`src/rtl/stack_reg_pkg.sv`:
```
// stack_reg_pkg: shared types for the shift-register LIFO (stack_reg_n).
//   stack_op_t   - operation decoded from {push,pop}
//   cell_sel_t   - next-value select for one stack entry
//   count_width  - bits needed to hold an occupancy of 0..depth
package stack_reg_pkg;

    typedef enum logic [1:0] {
        OP_NOP     = 2'b00,
        OP_POP     = 2'b01,
        OP_PUSH    = 2'b10,
        OP_REPLACE = 2'b11
    } stack_op_t;

    typedef enum logic [1:0] {
        SEL_HOLD  = 2'b00,
        SEL_ABOVE = 2'b01,
        SEL_BELOW = 2'b10
    } cell_sel_t;

    function automatic int count_width(input int depth);
        return $clog2(depth + 1);
    endfunction

endpackage

```
`src/rtl/stack_reg_n_if.sv`:
```
// stack_reg_n_if: data/control bundle of the LIFO stack.
//   master : drives data_in, push, pop, clear_err (and peek_idx)
//   slave  : drives data_out, count, empty, full, overflow, underflow (and peek_data)
// Optional macro STACK_REG_PEEK_EN adds peek_idx / peek_data.
interface stack_reg_n_if
    import stack_reg_pkg::*;
#(
    parameter int WIDTH = 16,
    parameter int DEPTH = 8
);
    localparam int CW = count_width(DEPTH);

    logic [WIDTH-1:0] data_in;
    logic             push;
    logic             pop;
    logic             clear_err;
    logic [WIDTH-1:0] data_out;
    logic [CW-1:0]    count;
    logic             empty;
    logic             full;
    logic             overflow;
    logic             underflow;
`ifdef STACK_REG_PEEK_EN
    logic [$clog2(DEPTH)-1:0] peek_idx;
    logic [WIDTH-1:0]         peek_data;
`endif

    modport master (
        output data_in, push, pop, clear_err,
`ifdef STACK_REG_PEEK_EN
        output peek_idx,
        input  peek_data,
`endif
        input  data_out, count, empty, full, overflow, underflow
    );

    modport slave (
        input  data_in, push, pop, clear_err,
`ifdef STACK_REG_PEEK_EN
        input  peek_idx,
        output peek_data,
`endif
        output data_out, count, empty, full, overflow, underflow
    );

endinterface

```
`src/rtl/stack_reg_cell.sv`:
```
// stack_reg_cell: one WIDTH-bit stack entry with async active-high reset.
//   sel_i   - hold / take above_i (shift down on push) / take below_i (shift up on pop)
//   above_i - neighbour nearer the top (data_in for entry 0)
//   below_i - neighbour nearer the bottom (0 for the bottom entry)
//   q_o     - registered entry value
module stack_reg_cell
    import stack_reg_pkg::*;
#(
    parameter int WIDTH = 16
) (
    input  logic             sysclk,
    input  logic             sysreset,
    input  cell_sel_t        sel_i,
    input  logic [WIDTH-1:0] above_i,
    input  logic [WIDTH-1:0] below_i,
    output logic [WIDTH-1:0] q_o
);
    logic [WIDTH-1:0] ent_q, ent_d;

    always_comb begin
        ent_d = ent_q;
        case (sel_i)
            SEL_ABOVE: ent_d = above_i;
            SEL_BELOW: ent_d = below_i;
            default:   ent_d = ent_q;
        endcase
    end

    always_ff @(posedge sysclk or posedge sysreset) begin
        if (sysreset) ent_q <= '0;
        else          ent_q <= ent_d;
    end

    assign q_o = ent_q;
endmodule

```
`src/rtl/stack_reg_n.sv`:
```
// stack_reg_n: parametrised LIFO built from a chain of shift-register cells.
// Entry 0 is top-of-stack and drives data_out directly (no read latency).
//   sysclk, sysreset - clock, async active-high reset
//   bus (slave)      - data_in/push/pop/clear_err in; data_out/count/empty/
//                      full/overflow/underflow out
// Optional macro STACK_REG_PEEK_EN adds a combinational read port
// (peek_idx -> peek_data) into any entry.
module stack_reg_n
    import stack_reg_pkg::*;
#(
    parameter int WIDTH = 16,
    parameter int DEPTH = 8
) (
    input  logic         sysclk,
    input  logic         sysreset,
    stack_reg_n_if.slave bus
);
    localparam int CW = count_width(DEPTH);

    logic [WIDTH-1:0] ent [DEPTH];
    cell_sel_t        sel [DEPTH];
    stack_op_t        op_raw, op_eff;
    logic [CW-1:0]    count_q, count_d;
    logic             ovf_q, ovf_d, unf_q, unf_d;
    logic             empty, full;

    assign empty  = (count_q == '0);
    assign full   = (count_q == CW'(DEPTH));
    assign op_raw = stack_op_t'({bus.push, bus.pop});

    // Empty-stack corner cases fold into ordinary ops: a pop on empty moves
    // nothing, a replace on empty behaves exactly like a push.
    always_comb begin
        op_eff = op_raw;
        case (op_raw)
            OP_POP:     op_eff = empty ? OP_NOP  : OP_POP;
            OP_REPLACE: op_eff = empty ? OP_PUSH : OP_REPLACE;
            default:    op_eff = op_raw;
        endcase
    end

    always_comb begin
        for (int i = 0; i < DEPTH; i++) begin
            case (op_eff)
                OP_PUSH:    sel[i] = SEL_ABOVE;
                OP_POP:     sel[i] = SEL_BELOW;
                OP_REPLACE: sel[i] = (i == 0) ? SEL_ABOVE : SEL_HOLD;
                default:    sel[i] = SEL_HOLD;
            endcase
        end
    end

    for (genvar g = 0; g < DEPTH; g++) begin : g_cell
        logic [WIDTH-1:0] above, below;
        if (g == 0) begin : g_top
            assign above = bus.data_in;
        end else begin : g_mid
            assign above = ent[g-1];
        end
        // Bottom entry refills with zero so vacated slots stay clear.
        if (g == DEPTH-1) begin : g_bot
            assign below = '0;
        end else begin : g_up
            assign below = ent[g+1];
        end
        stack_reg_cell #(.WIDTH(WIDTH)) u_cell (
            .sysclk  (sysclk),
            .sysreset(sysreset),
            .sel_i   (sel[g]),
            .above_i (above),
            .below_i (below),
            .q_o     (ent[g])
        );
    end

    always_comb begin
        count_d = count_q;
        case (op_eff)
            OP_PUSH: count_d = full ? count_q : count_q + 1'b1;
            OP_POP:  count_d = count_q - 1'b1;
            default: count_d = count_q;
        endcase
    end

    // An error event in the same cycle as clear_err still leaves the flag set.
    assign ovf_d = (op_raw == OP_PUSH && full)  | (ovf_q & ~bus.clear_err);
    assign unf_d = (op_raw == OP_POP  && empty) | (unf_q & ~bus.clear_err);

    always_ff @(posedge sysclk or posedge sysreset) begin
        if (sysreset) begin
            count_q <= '0;
            ovf_q   <= 1'b0;
            unf_q   <= 1'b0;
        end else begin
            count_q <= count_d;
            ovf_q   <= ovf_d;
            unf_q   <= unf_d;
        end
    end

    assign bus.data_out  = ent[0];
    assign bus.count     = count_q;
    assign bus.empty     = empty;
    assign bus.full      = full;
    assign bus.overflow  = ovf_q;
    assign bus.underflow = unf_q;

`ifdef STACK_REG_PEEK_EN
    // Compare-select rather than direct indexing so an index past DEPTH
    // reads 0 without an out-of-range access.
    always_comb begin
        bus.peek_data = '0;
        for (int i = 0; i < DEPTH; i++)
            if (int'(bus.peek_idx) == i) bus.peek_data = ent[i];
    end
`endif
endmodule
```
`src/flat_wrapper.sv`:
```
// flat-port wrapper written by rule: the top's interface ports become plain ports
module stack_reg_n_flat import stack_reg_pkg::*;
#(
    parameter int WIDTH = 16,
    parameter int DEPTH = 8
)
  (sysclk, sysreset, bus_data_in, bus_push, bus_pop, bus_clear_err, bus_data_out, bus_count, bus_empty, bus_full, bus_overflow, bus_underflow);
  stack_reg_n_if #(.WIDTH(WIDTH), .DEPTH(DEPTH)) bus_i ();
  input  logic sysclk;
  input  logic sysreset;
  input wire logic [$bits(bus_i.data_in)-1:0] bus_data_in;
  input wire logic [$bits(bus_i.push)-1:0] bus_push;
  input wire logic [$bits(bus_i.pop)-1:0] bus_pop;
  input wire logic [$bits(bus_i.clear_err)-1:0] bus_clear_err;
  output wire logic [$bits(bus_i.data_out)-1:0] bus_data_out;
  output wire logic [$bits(bus_i.count)-1:0] bus_count;
  output wire logic [$bits(bus_i.empty)-1:0] bus_empty;
  output wire logic [$bits(bus_i.full)-1:0] bus_full;
  output wire logic [$bits(bus_i.overflow)-1:0] bus_overflow;
  output wire logic [$bits(bus_i.underflow)-1:0] bus_underflow;
  assign bus_i.data_in = bus_data_in;
  assign bus_i.push = bus_push;
  assign bus_i.pop = bus_pop;
  assign bus_i.clear_err = bus_clear_err;
  assign bus_data_out = bus_i.data_out;
  assign bus_count = bus_i.count;
  assign bus_empty = bus_i.empty;
  assign bus_full = bus_i.full;
  assign bus_overflow = bus_i.overflow;
  assign bus_underflow = bus_i.underflow;
  stack_reg_n #(.WIDTH(WIDTH), .DEPTH(DEPTH)) u_core (.sysclk(sysclk), .sysreset(sysreset), .bus(bus_i));
endmodule
```
`config.mk`:
```
export PLATFORM = sky130hd
export DESIGN_NAME = stack_reg_n_flat
export DESIGN_NICKNAME = d
export VERILOG_FILES = /design/src/rtl/stack_reg_pkg.sv /design/src/rtl/stack_reg_n_if.sv /design/src/rtl/stack_reg_cell.sv /design/src/rtl/stack_reg_n.sv /design/src/flat_wrapper.sv
export SDC_FILE = /design/constraint.sdc
export NUM_CORES = 1
export LEC_CHECK = 0
export CAP_MARGIN = 20
export CELL_PAD_IN_SITES_DETAIL_PLACEMENT = 0
export CELL_PAD_IN_SITES_GLOBAL_PLACEMENT = 2
export CORE_MARGIN = 2
export CORE_UTILIZATION = 42
export DETAILED_ROUTE_END_ITERATION = 6
export PLACE_DENSITY_LB_ADDON = 0.1
export SLEW_MARGIN = 10
export SYNTH_ARGS = -nofsm -noshare
export SYNTH_HDL_FRONTEND = slang
export SYNTH_HIERARCHICAL = 1
export SYNTH_SLANG_ARGS = --single-unit
```
`constraint.sdc`:
```
create_clock -name sysclk -period 3.5 [get_ports sysclk]
set_clock_uncertainty 0.2 [all_clocks]
set_input_delay 0.525 -clock sysclk [delete_from_list [all_inputs] [get_ports sysclk]]
set_output_delay 0.525 -clock sysclk [all_outputs]
set_load 0.005 [all_outputs]
```
==> flow_summary.yaml, run 1 <==
clock_tree:
  cts_tree: "yes"
  post_cts_resized: 0
  numCtsBuffers: 17
  cts_hold_buf: 0
  htree_levels: 4
  post_cts_buffers: 0
  cts-root-buf: "clkbuf_16"
  worstSkewPairLatency_ns: 0.41
  clk_pin_slew_ns: 0.05
  clock_path_buffers: 2
  clock-sinks: 134
drt:
  wl_met2_um: 5360
  first_iter_violations: 252
  routed_via_density: 4.81
  drt-met1-wl_um: 6930
  avgRoutedWirePerCell_um: 14.4
  via_count: 4317
  first_pass_iters: 4
  wl_um: 12900
  drc: 0
  drtAntennaViolNets: 0
  routed.top_layer: "met4"
  met3WireLength_um: 452
synth:
  yosys_register_bits: 134
  ys_warn_count: 6
  ys_types: 27
  synthFlopType: "dfrtp_1"
  synth_cells: 622
  syn_avg_cell_area_um2: 10.6
  syn_area_um2: 6560
  synth.yosys.seq_area_share: 0.511
  async_flop_share: 1.00
  synth_edf_count: 0
worst_hold_path:
  min_from: "u_core/g_cell[7].u_cell/q_o[12]"
  hold_class: "flop to flop"
floorplan:
  dieArea_um2: 16600
  die_h_um: 129
  start_util: 0.430
  ios: 45
  fp.dieW_um: 129
  core.rowCount: 45
  coreArea_um2: 15300
sta:
  slew_viol_final: 0
  setup-tns-final_ns: 0
  grt_setup_unrepaired: "no"
  max_clock_freq_mhz: 350
  final_hold_viol_count: 0
  tightest_slew_ns: 0.841
  relSlewSlack: 0.439
  whs_ns: 0.293
  finalCritPeriodShare: 0.816
  setup_viol: 0
  worst_slack_ns: 0.644
  period_minus_slack_ns: 2.86
placement:
  io_buffers: 44
  hpwl_um: 9910
  place_ws_ns: 0.377
  place_congestion: 0.760
grt:
  grt_pass1_vias: 4111
  grt_usage: 0.172
  grt_first_pass_wirelength_um: 22200
  antenna_found_initial: 0
  overflow: 0
  grt_max_degree: 33
layout:
  final_common_cell: "dfrtp_1"
  syn2layout_area_growth_pct: 16.7
  final_cell_mix: "134 x dfrtp_1, 131 x mux2i_1, 130 x nand2_1"
  diodes: 0
  final_core_util: 0.502
  fin_nets: 705
  fillers: 1398
  drive_above_1_share: 0.0700
worst_setup_path:
  rrSetupSlack_ns: 0.64
  critical_path_peak_fanout: 32
  reg2reg_to: "u_core/g_cell[4].u_cell/q_o[13]"
  end_kind: "flop"
  worstSetupPathType: "flop to flop"
  timing.rr.start: "u_core/bus.count[0]"
  crit_arrival_ns: 2.90
  cp-start-kind: "flop"
  endpoint: "u_core/g_cell[4].u_cell/q_o[13]"
  startpoint: "u_core/bus.count[0]"
  worstPathRequired_ns: 3.54
  reg2reg_depth: 7
run_status:
  status: "finished clean"
power:
  swShare: 0.334
  p_int_mw: 4.15
  cellPowerDensity_nw_per_um2: 813
  p_leak_nw: 3.28
  seqPwrFrac: 0.452
  irDropWorstVdd_mv: 0.403
  clockPowerShare: 0.285
  power_mw: 6.22
  power_switching_mw: 2.08
  comb_power_share: 0.263
run:
  drv_cap: 0
## worst min-delay path by stage
stage | cells after the start | endpoint | slack, ns
after floorplan | 1 | u_core/bus.count[0] | 0.12
after global placement | 2 | u_core/g_cell[7].u_cell/q_o[15] | 0.28
after detailed placement | 2 | u_core/g_cell[7].u_cell/q_o[12] | 0.29
after CTS | 2 | u_core/g_cell[7].u_cell/q_o[12] | 0.29
after global routing | 2 | u_core/g_cell[7].u_cell/q_o[15] | 0.34
final | 2 | u_core/g_cell[7].u_cell/q_o[12] | 0.29
## state kept, by name, indices dropped and copies added (netlist names)
name / flops
u_core/bus.overflow: 1
u_core/g_cell.u_cell/q_o: 128
u_core/bus.underflow: 1
u_core/bus.count: 4
## worst max-delay path, cell delays in order (launching register included)
cell      delay (ns)
dfrtp_1         0.42
nor3_1          0.35
nand2_1         0.20
a21boi_0        0.23
buf_4           0.18
inv_1           0.05
ha_1            0.80
o21ai_0         0.25
## power groups by stage
stage / Clock, mW / Combinational [mW] / Sequential, mW
floorplan: 0 / 1.32 / 2.59
global route: 1.89 / 1.87 / 2.94
finish: 1.77 / 1.64 / 2.81
global placement: 0 / 1.55 / 2.82
CTS: 1.81 / 1.65 / 2.83
detailed placement: 0 / 1.64 / 2.85
## synthesized netlist by cell type, types with 3 or more instances
master | number | area share
buf_12 | 8 | 0.024
o21ai_1 | 80 | 0.061
dfrtp_1 | 134 | 0.51
inv_1 | 24 | 0.014
mux2i_1 | 131 | 0.20
nand2_1 | 130 | 0.074
nand2b_1 | 3 | 0.0029
clkbuf_1 | 9 | 0.0051
nor2_1 | 4 | 0.0023
buf_6 | 8 | 0.014
ha_1 | 10 | 0.019
o21ai_0 | 48 | 0.037
buf_2 | 16 | 0.012
## metrics by stage
step	area, µm²	instances
floorplan	6620	637
global placement	7070	865
detailed placement	7070	865
CTS	7660	897
global route	7660	897
finish	7660	897
## final cells by class
| type | count | area [µm²] | area share |
|---|---|---|---|
| Clock buffer | 23 | 498 | 0.0650 |
| Clock inverter | 9 | 97.6 | 0.0127 |
| Inverter | 24 | 90.1 | 0.0118 |
| Multi-Input combinational cell | 438 | 2810 | 0.367 |
| Sequential cell | 134 | 3350 | 0.438 |
| Tap cell | 211 | 264 | 0.0345 |
| Timing Repair Buffer | 58 | 546 | 0.0712 |
## layer usage
layer | GRT usage | up-vias
met5 | 0 | -
met4 | 0.0537 | 0
met3 | 0.0479 | 9
met2 | 0.243 | 67
met1 | 0.256 | 2020
li1 | - | 2221
## cells by family (layout without fill, tap and decap cells)
logic type | Yosys count | count (layout) | synth area share
DFF | 134 | 134 | 0.511
other | 1 | 16 | 0.000571
and+or+nand+nor | 142 | 142 | 0.0843
muxes | 132 | 132 | 0.202
adders and majority gates | 11 | 11 | 0.0221
AOI/OAI and AO/OA | 134 | 134 | 0.107
xor gates and xnor gates | 3 | 3 | 0.00400
buffers and inverters | 65 | 114 | 0.0692
Note: power is estimated with default switching activity, not from simulation.
==> inputs of run 2 (changes only) <==
--- a/config.mk
+++ b/config.mk
@@ -9,7 +9,7 @@
 export CELL_PAD_IN_SITES_DETAIL_PLACEMENT = 0
 export CELL_PAD_IN_SITES_GLOBAL_PLACEMENT = 2
 export CORE_MARGIN = 2
-export CORE_UTILIZATION = 42
+export CORE_UTILIZATION = 39
 export DETAILED_ROUTE_END_ITERATION = 6
 export PLACE_DENSITY_LB_ADDON = 0.1
 export SLEW_MARGIN = 10
==> constraint.sdc (replaced) <==
create_clock -name sysclk -period 3 [get_ports sysclk]
set_clock_uncertainty 0.2 [all_clocks]
set_input_delay 0.45 -clock sysclk [delete_from_list [all_inputs] [get_ports sysclk]]
set_output_delay 0.45 -clock sysclk [all_outputs]
set_load 0.005 [all_outputs]
==> run 2 against run 1 <==
  * Core utilization down 3.3 points
  * Highest routed layer unchanged
  * Via count up 0.86%
  * Largest power group unchanged
  * Final cell count up 0.89%
  * Sequential cell count unchanged
  * Routed wire length up 1.0%
  * First-iteration DRC count down 19%
==> flow_summary.yaml, run 2 (same netlist as run 1, synthesis figures left out) <==
drt:
  drc: 0
  first_pass_iters: 4
  drtAntennaViolNets: 0
  avgRoutedWirePerCell_um: 14.4
  first_iter_violations: 205
  wl_um: 13000
  routed_via_density: 4.81
  via_count: 4354
sta:
  whs_ns: 0.306
  setup_viol: 0
  period_minus_slack_ns: 2.73
  slew_viol_final: 0
  grt_setup_unrepaired: "no"
  setup-tns-final_ns: 0
  max_clock_freq_mhz: 366
  relSlewSlack: 0.571
  finalCritPeriodShare: 0.911
  final_hold_viol_count: 0
  tightest_slew_ns: 0.643
  worst_slack_ns: 0.268
worst_setup_path:
  worst-path-buf-inv: 1
  critical_path_peak_fanout: 10
  crit_arrival_ns: 2.82
  crit_top_cell: "nand2_1"
  cpMaxStageDelayCell: "dfrtp_1"
  reg2reg_depth: 9
  crit_family: "simple AND/OR/NAND/NOR gates"
  reg2reg_to: "u_core/bus.count[3]"
  cp_cell_sequence: "nor3_1 -> nand2_1 -> nand2b_1 -> inv_1 -> ha_1 -> a21oi_1 -> nand2_1 -> mux2i_1 -> o211ai_1"
  worstSetupPathType: "flop to flop"
  cp_num_cells: 9
  slowest_delay_ns: 0.43
  rrSetupSlack_ns: 0.27
  end_kind: "flop"
  cp-start-kind: "flop"
  worstPathRequired_ns: 3.09
  timing.rr.start: "u_core/bus.count[0]"
layout:
  largest_reg_flops: 128
  drive_above_1_share: 0.0715
  final_core_util: 0.469
  fin_nets: 704
  final_common_cell: "dfrtp_1"
  diodes: 0
  final_cell_mix: "134 x dfrtp_1, 131 x mux2i_1, 130 x nand2_1"
  syn2layout_area_growth_pct: 18.1
clock_tree:
  clock-sinks: 134
  numCtsBuffers: 17
  cts_tree: "yes"
  clock_path_buffers: 2
  clk_pin_slew_ns: 0.06
  worstSkewPairLatency_ns: 0.41
  htree_levels: 4
  cts-root-buf: "clkbuf_16"
worst_hold_path:
  hold_class: "flop to flop"
  hold_depth: 2
  min_delay_worst_endpoint: "u_core/g_cell[7].u_cell/q_o[9]"
  min_from: "u_core/g_cell[7].u_cell/q_o[9]"
power:
  cellPowerDensity_nw_per_um2: 932
  comb_power_share: 0.269
  seqPwrFrac: 0.455
  p_leak_nw: 3.27
  power_switching_mw: 2.41
  p_int_mw: 4.81
  swShare: 0.334
  clockPowerShare: 0.276
  irDropWorstVdd_mv: 0.444
run:
  drv_cap: 0
placement:
  hpwl_um: 10100
  place_ws_ns: -0.0232
  io_buffers: 44
  place_congestion: 0.773
grt:
  grt_first_pass_wirelength_um: 21900
  grt_max_degree: 33
  grt_busiest_layer: "met1"
  grtUsageMet1: 0.231
  use_met3: 0.0373
  grt_usage: 0.156
  overflow: 0
  antenna_found_initial: 0
  grt_pass1_vias: 4093
  met2_usage: 0.224
floorplan:
  die_h_um: 134
  start_util: 0.397
  dieArea_um2: 17900
  coreArea_um2: 16500
  core.rowCount: 47
  fp.dieW_um: 134
  ios: 45
run_status:
  status: "finished clean"
==> run 2: changes by cell type in the layout (fill, tap and decap cells not counted), moves of 3 or more <==
cell,change
buf_4,-9
clkbuf_1,+4
clkinv_2,-3
ha_1,-6
ha_2,+6
buf_12,+8
clkbuf_8,-3
==> run 2: what timing repair did <==
action / in CTS / in global routing
gates resized for setup: 0 / 6
setup buffers: 0 / 0
endpoints found under the setup margin: 0 / 93
hold buffers: 0 / 0
==> run 2: per-layer routing <==
layer	routed length, µm	share of wire
met3	457	0.035
met2	5460	0.42
met4	165	0.013
met5	0	0
met1	6920	0.53
==> run 2: worst max-delay path by stage <==
stage | start | to | slack (ns)
floorplan | u_core/bus.count[0] | u_core/g_cell[1].u_cell/q_o[12] | 0.59
global placement | bus_pop | u_core/g_cell[1].u_cell/q_o[15] | 0.06
detailed placement | bus_pop | u_core/g_cell[3].u_cell/q_o[0] | -0.02
CTS | u_core/bus.count[1] | u_core/g_cell[2].u_cell/q_o[15] | 0.1
global route | u_core/bus.count[0] | u_core/bus.count[3] | 0.10
finish | u_core/bus.count[0] | u_core/bus.count[3] | 0.27
==> run 2: final cells by class <==
| cell class | instances | area (µm²) |
|---|---|---|
| clock inverter | 8 | 98.8 |
| multi-input combinational | 438 | 2830 |
| timing repair buffer | 57 | 638 |
| clock buffer | 24 | 472 |
| tap | 220 | 275 |
| sequential | 134 | 3350 |
| fill | 1476 | 8770 |
| inverter | 24 | 90.1 |
==> run 2: power groups by stage <==
| stage | Sequential [mW] | Clock [mW] | Combinational (mW) |
|---|---|---|---|
| 3_3_place_gp | 3.30 | 0 | 1.84 |
| 2_1_floorplan | 3.02 | 0 | 1.53 |
| 4_1_cts | 3.31 | 2.04 | 1.95 |
| 6_report | 3.29 | 2.00 | 1.94 |
| 3_5_place_dp | 3.34 | 0 | 1.95 |
| 5_1_grt | 3.42 | 2.12 | 2.21 |
==> run 2: stage by stage <==
step	power, mW	area, µm²	std cells
floorplan	4.55	6620	637
global placement	5.14	7170	873
detailed placement	5.29	7170	873
CTS	7.31	7740	905
global route	7.76	7750	905
finish	7.23	7750	905
==> run 2: worst register-to-register path, cell delays in order, from the launching register on <==
cell	delay, ns
dfrtp_1	0.43
nor3_1	0.37
nand2_1	0.24
nand2b_1	0.16
inv_1	0.22
ha_1	0.40
a21oi_1	0.16
nand2_1	0.14
mux2i_1	0.18
o211ai_1	0.09
==> inputs of run 3 (changes only) <==
--- a/config.mk
+++ b/config.mk
@@ -9,7 +9,7 @@
 export CELL_PAD_IN_SITES_DETAIL_PLACEMENT = 0
 export CELL_PAD_IN_SITES_GLOBAL_PLACEMENT = 2
 export CORE_MARGIN = 2
-export CORE_UTILIZATION = 39
+export CORE_UTILIZATION = 35
 export DETAILED_ROUTE_END_ITERATION = 6
 export PLACE_DENSITY_LB_ADDON = 0.1
 export SLEW_MARGIN = 10
==> constraint.sdc (replaced) <==
create_clock -name sysclk -period 2.5 [get_ports sysclk]
set_clock_uncertainty 0.2 [all_clocks]
set_input_delay 0.375 -clock sysclk [delete_from_list [all_inputs] [get_ports sysclk]]
set_output_delay 0.375 -clock sysclk [all_outputs]
set_load 0.05 [all_outputs]
==> run 3 against run 2 <==
  * Core utilization down 4.4 points
  * Highest routed layer unchanged
  * Worst hold slack worse by 0.0077 ns
  * Routed wire length rose by 3.0%
  * Critical path type is now flop to primary output
  * Sequential share of layout area down 0.81 points
  * Setup slack worse by 0.11 ns
==> flow_summary.yaml, run 3 (same netlist as run 1, synthesis figures left out) <==
run_status:
  status: "finished clean"
clock_tree:
  htree_levels: 4
  clk_pin_slew_ns: 0.05
  worstSkewPairLatency_ns: 0.41
  cts_tree: "yes"
  clock-sinks: 134
  numCtsBuffers: 17
  post_cts_buffers: 0
  clock_path_buffers: 2
  cts-root-buf: "clkbuf_16"
layout:
  syn2layout_area_growth_pct: 20.4
  largest_reg_flops: 128
  diodes: 0
  fin_cells: 928
  drive_above_1_share: 0.0836
  multiInputGateArea_um2: 2830
  final_cell_mix: "134 x dfrtp_1, 131 x mux2i_1, 130 x nand2_1"
  regArea_um2: 3350
  fillers: 1731
  final_common_cell: "dfrtp_1"
  fin_nets: 716
power:
  seqPwrFrac: 0.435
  p_int_mw: 5.73
  swShare: 0.367
  comb_power_share: 0.322
  irDropWorstVdd_mv: 0.498
  power_switching_mw: 3.33
  cellPowerDensity_nw_per_um2: 1150
  p_leak_nw: 3.37
  clockPowerShare: 0.242
sta:
  setup_viol: 0
  max_clock_freq_mhz: 426
  setup-tns-final_ns: 0
  tightest_slew_ns: 0.633
  worst_slack_ns: 0.154
  final_hold_viol_count: 0
  relSlewSlack: 0.578
  period_minus_slack_ns: 2.35
  finalCritPeriodShare: 0.938
  slew_viol_final: 0
floorplan:
  dieArea_um2: 19900
  coreArea_um2: 18600
  die_h_um: 141
  start_util: 0.353
  fp.dieW_um: 141
  core.rowCount: 50
  ios: 45
drt:
  drc: 0
  wl_um: 13400
  routed_via_density: 4.67
  avgRoutedWirePerCell_um: 14.4
  drtAntennaViolNets: 0
  via_count: 4331
  first_iter_violations: 203
  first_pass_iters: 5
worst_setup_path:
  cpMaxStageDelayCell: "clkdlybuf4s50_1"
  worstPathRequired_ns: 1.92
  worstSetupPathType: "flop to primary output"
  crit_arrival_ns: 1.77
  cp-start-kind: "flop"
  rrSetupSlack_ns: 0.18
  cp_cell_sequence: "buf_4 -> clkdlybuf4s50_1"
  critical_path_peak_fanout: 4
  end_kind: "primary output"
  timing.rr.start: "u_core/bus.count[0]"
  startpoint: "u_core/bus.count[1]"
  slowest_delay_ns: 0.80
grt:
  antenna_found_initial: 0
  grt_pass1_vias: 4313
  grt_first_pass_wirelength_um: 23200
  grt_usage: 0.147
  grt_max_degree: 33
  overflow: 0
placement:
  place_ws_ns: 0.0308
  hpwl_um: 10600
  place_congestion: 0.728
  io_buffers: 44
  dp.cells: 899
run:
  drv_cap: 0
worst_hold_path:
  min_from: "u_core/g_cell[7].u_cell/q_o[14]"
  hold_class: "flop to flop"
## run 3: changes by cell type in the layout (fill, tap and decap cells not counted), sizes merged
| cell | delta |
|---|---|
| buf | +14 |
| bufinv | -2 |
| clkinvlp | -2 |
| clkdlybuf4s50 | -2 |
| clkinv | +1 |
## run 3: what timing repair did
action,CTS,global route
hold buffers,0,0
endpoints found under the hold margin,0,0
endpoints found under the setup margin,0,114
resized for setup,0,2
## run 3: path summary, 6_finish.rpt
kind                            depth (start not counted)                              end
worst max-delay path                                    2                     bus_count[1]
worst min-delay path                                    2  u_core/g_cell[7].u_cell/q_o[14]
worst max register to register                          9              u_core/bus.count[3]
worst min register to register                          2  u_core/g_cell[7].u_cell/q_o[14]
max in group asynchronous                               2   u_core/g_cell[7].u_cell/q_o[3]
min in group asynchronous                               2              u_core/bus.overflow
## run 3: critical path, delay by kind of cell, from the launching register on
| family | cells | cell delay [ns] |
|---|---|---|
| buf+inv | 2 | 0.95 |
| flops | 1 | 0.41 |
## run 3: area by class of cell
type                       count  area share
clock inverter                 5     0.00317
sequential                   134       0.424
inverter                      24      0.0114
tap                          234      0.0370
clock buffer                  24      0.0622
timing repair buffer          69       0.104
multi-input combinational    438       0.358
## run 3: per-layer routing
| metal | GRT usage | share of wire | vias up | routed length [µm] |
|---|---|---|---|---|
| met3 | 0.0340 | 0.029 | 10 | 385 |
| met2 | 0.217 | 0.43 | 68 | 5750 |
| met4 | 0.0458 | 0.0095 | 0 | 127 |
| met5 | 0 | 0 | - | 0 |
| li1 | - | - | 2241 | - |
| met1 | 0.215 | 0.53 | 2012 | 7130 |
## run 3: through the flow
stage / hold slack, ns / instance area, µm² / total power [mW] / util
finish: 0.299 / 7900 / 9.06 / 0.425
floorplan: -0.0340 / 6620 / 5.86 / -
CTS: 0.308 / 7890 / 9.16 / 0.425
global route: 0.324 / 7900 / 9.74 / 0.425
global placement: 0.293 / 7380 / 6.76 / 0.397
detailed placement: 0.295 / 7380 / 6.93 / 0.397
## run 3: power groups by stage
stage | clock network, mW | registers (mW) | logic, mW
2_1_floorplan | 0 | 3.99 | 1.87
3_3_place_gp | 0 | 3.96 | 2.80
3_5_place_dp | 0 | 3.99 | 2.94
4_1_cts | 2.25 | 3.96 | 2.95
5_1_grt | 2.35 | 4.12 | 3.27
6_report | 2.20 | 3.95 | 2.92
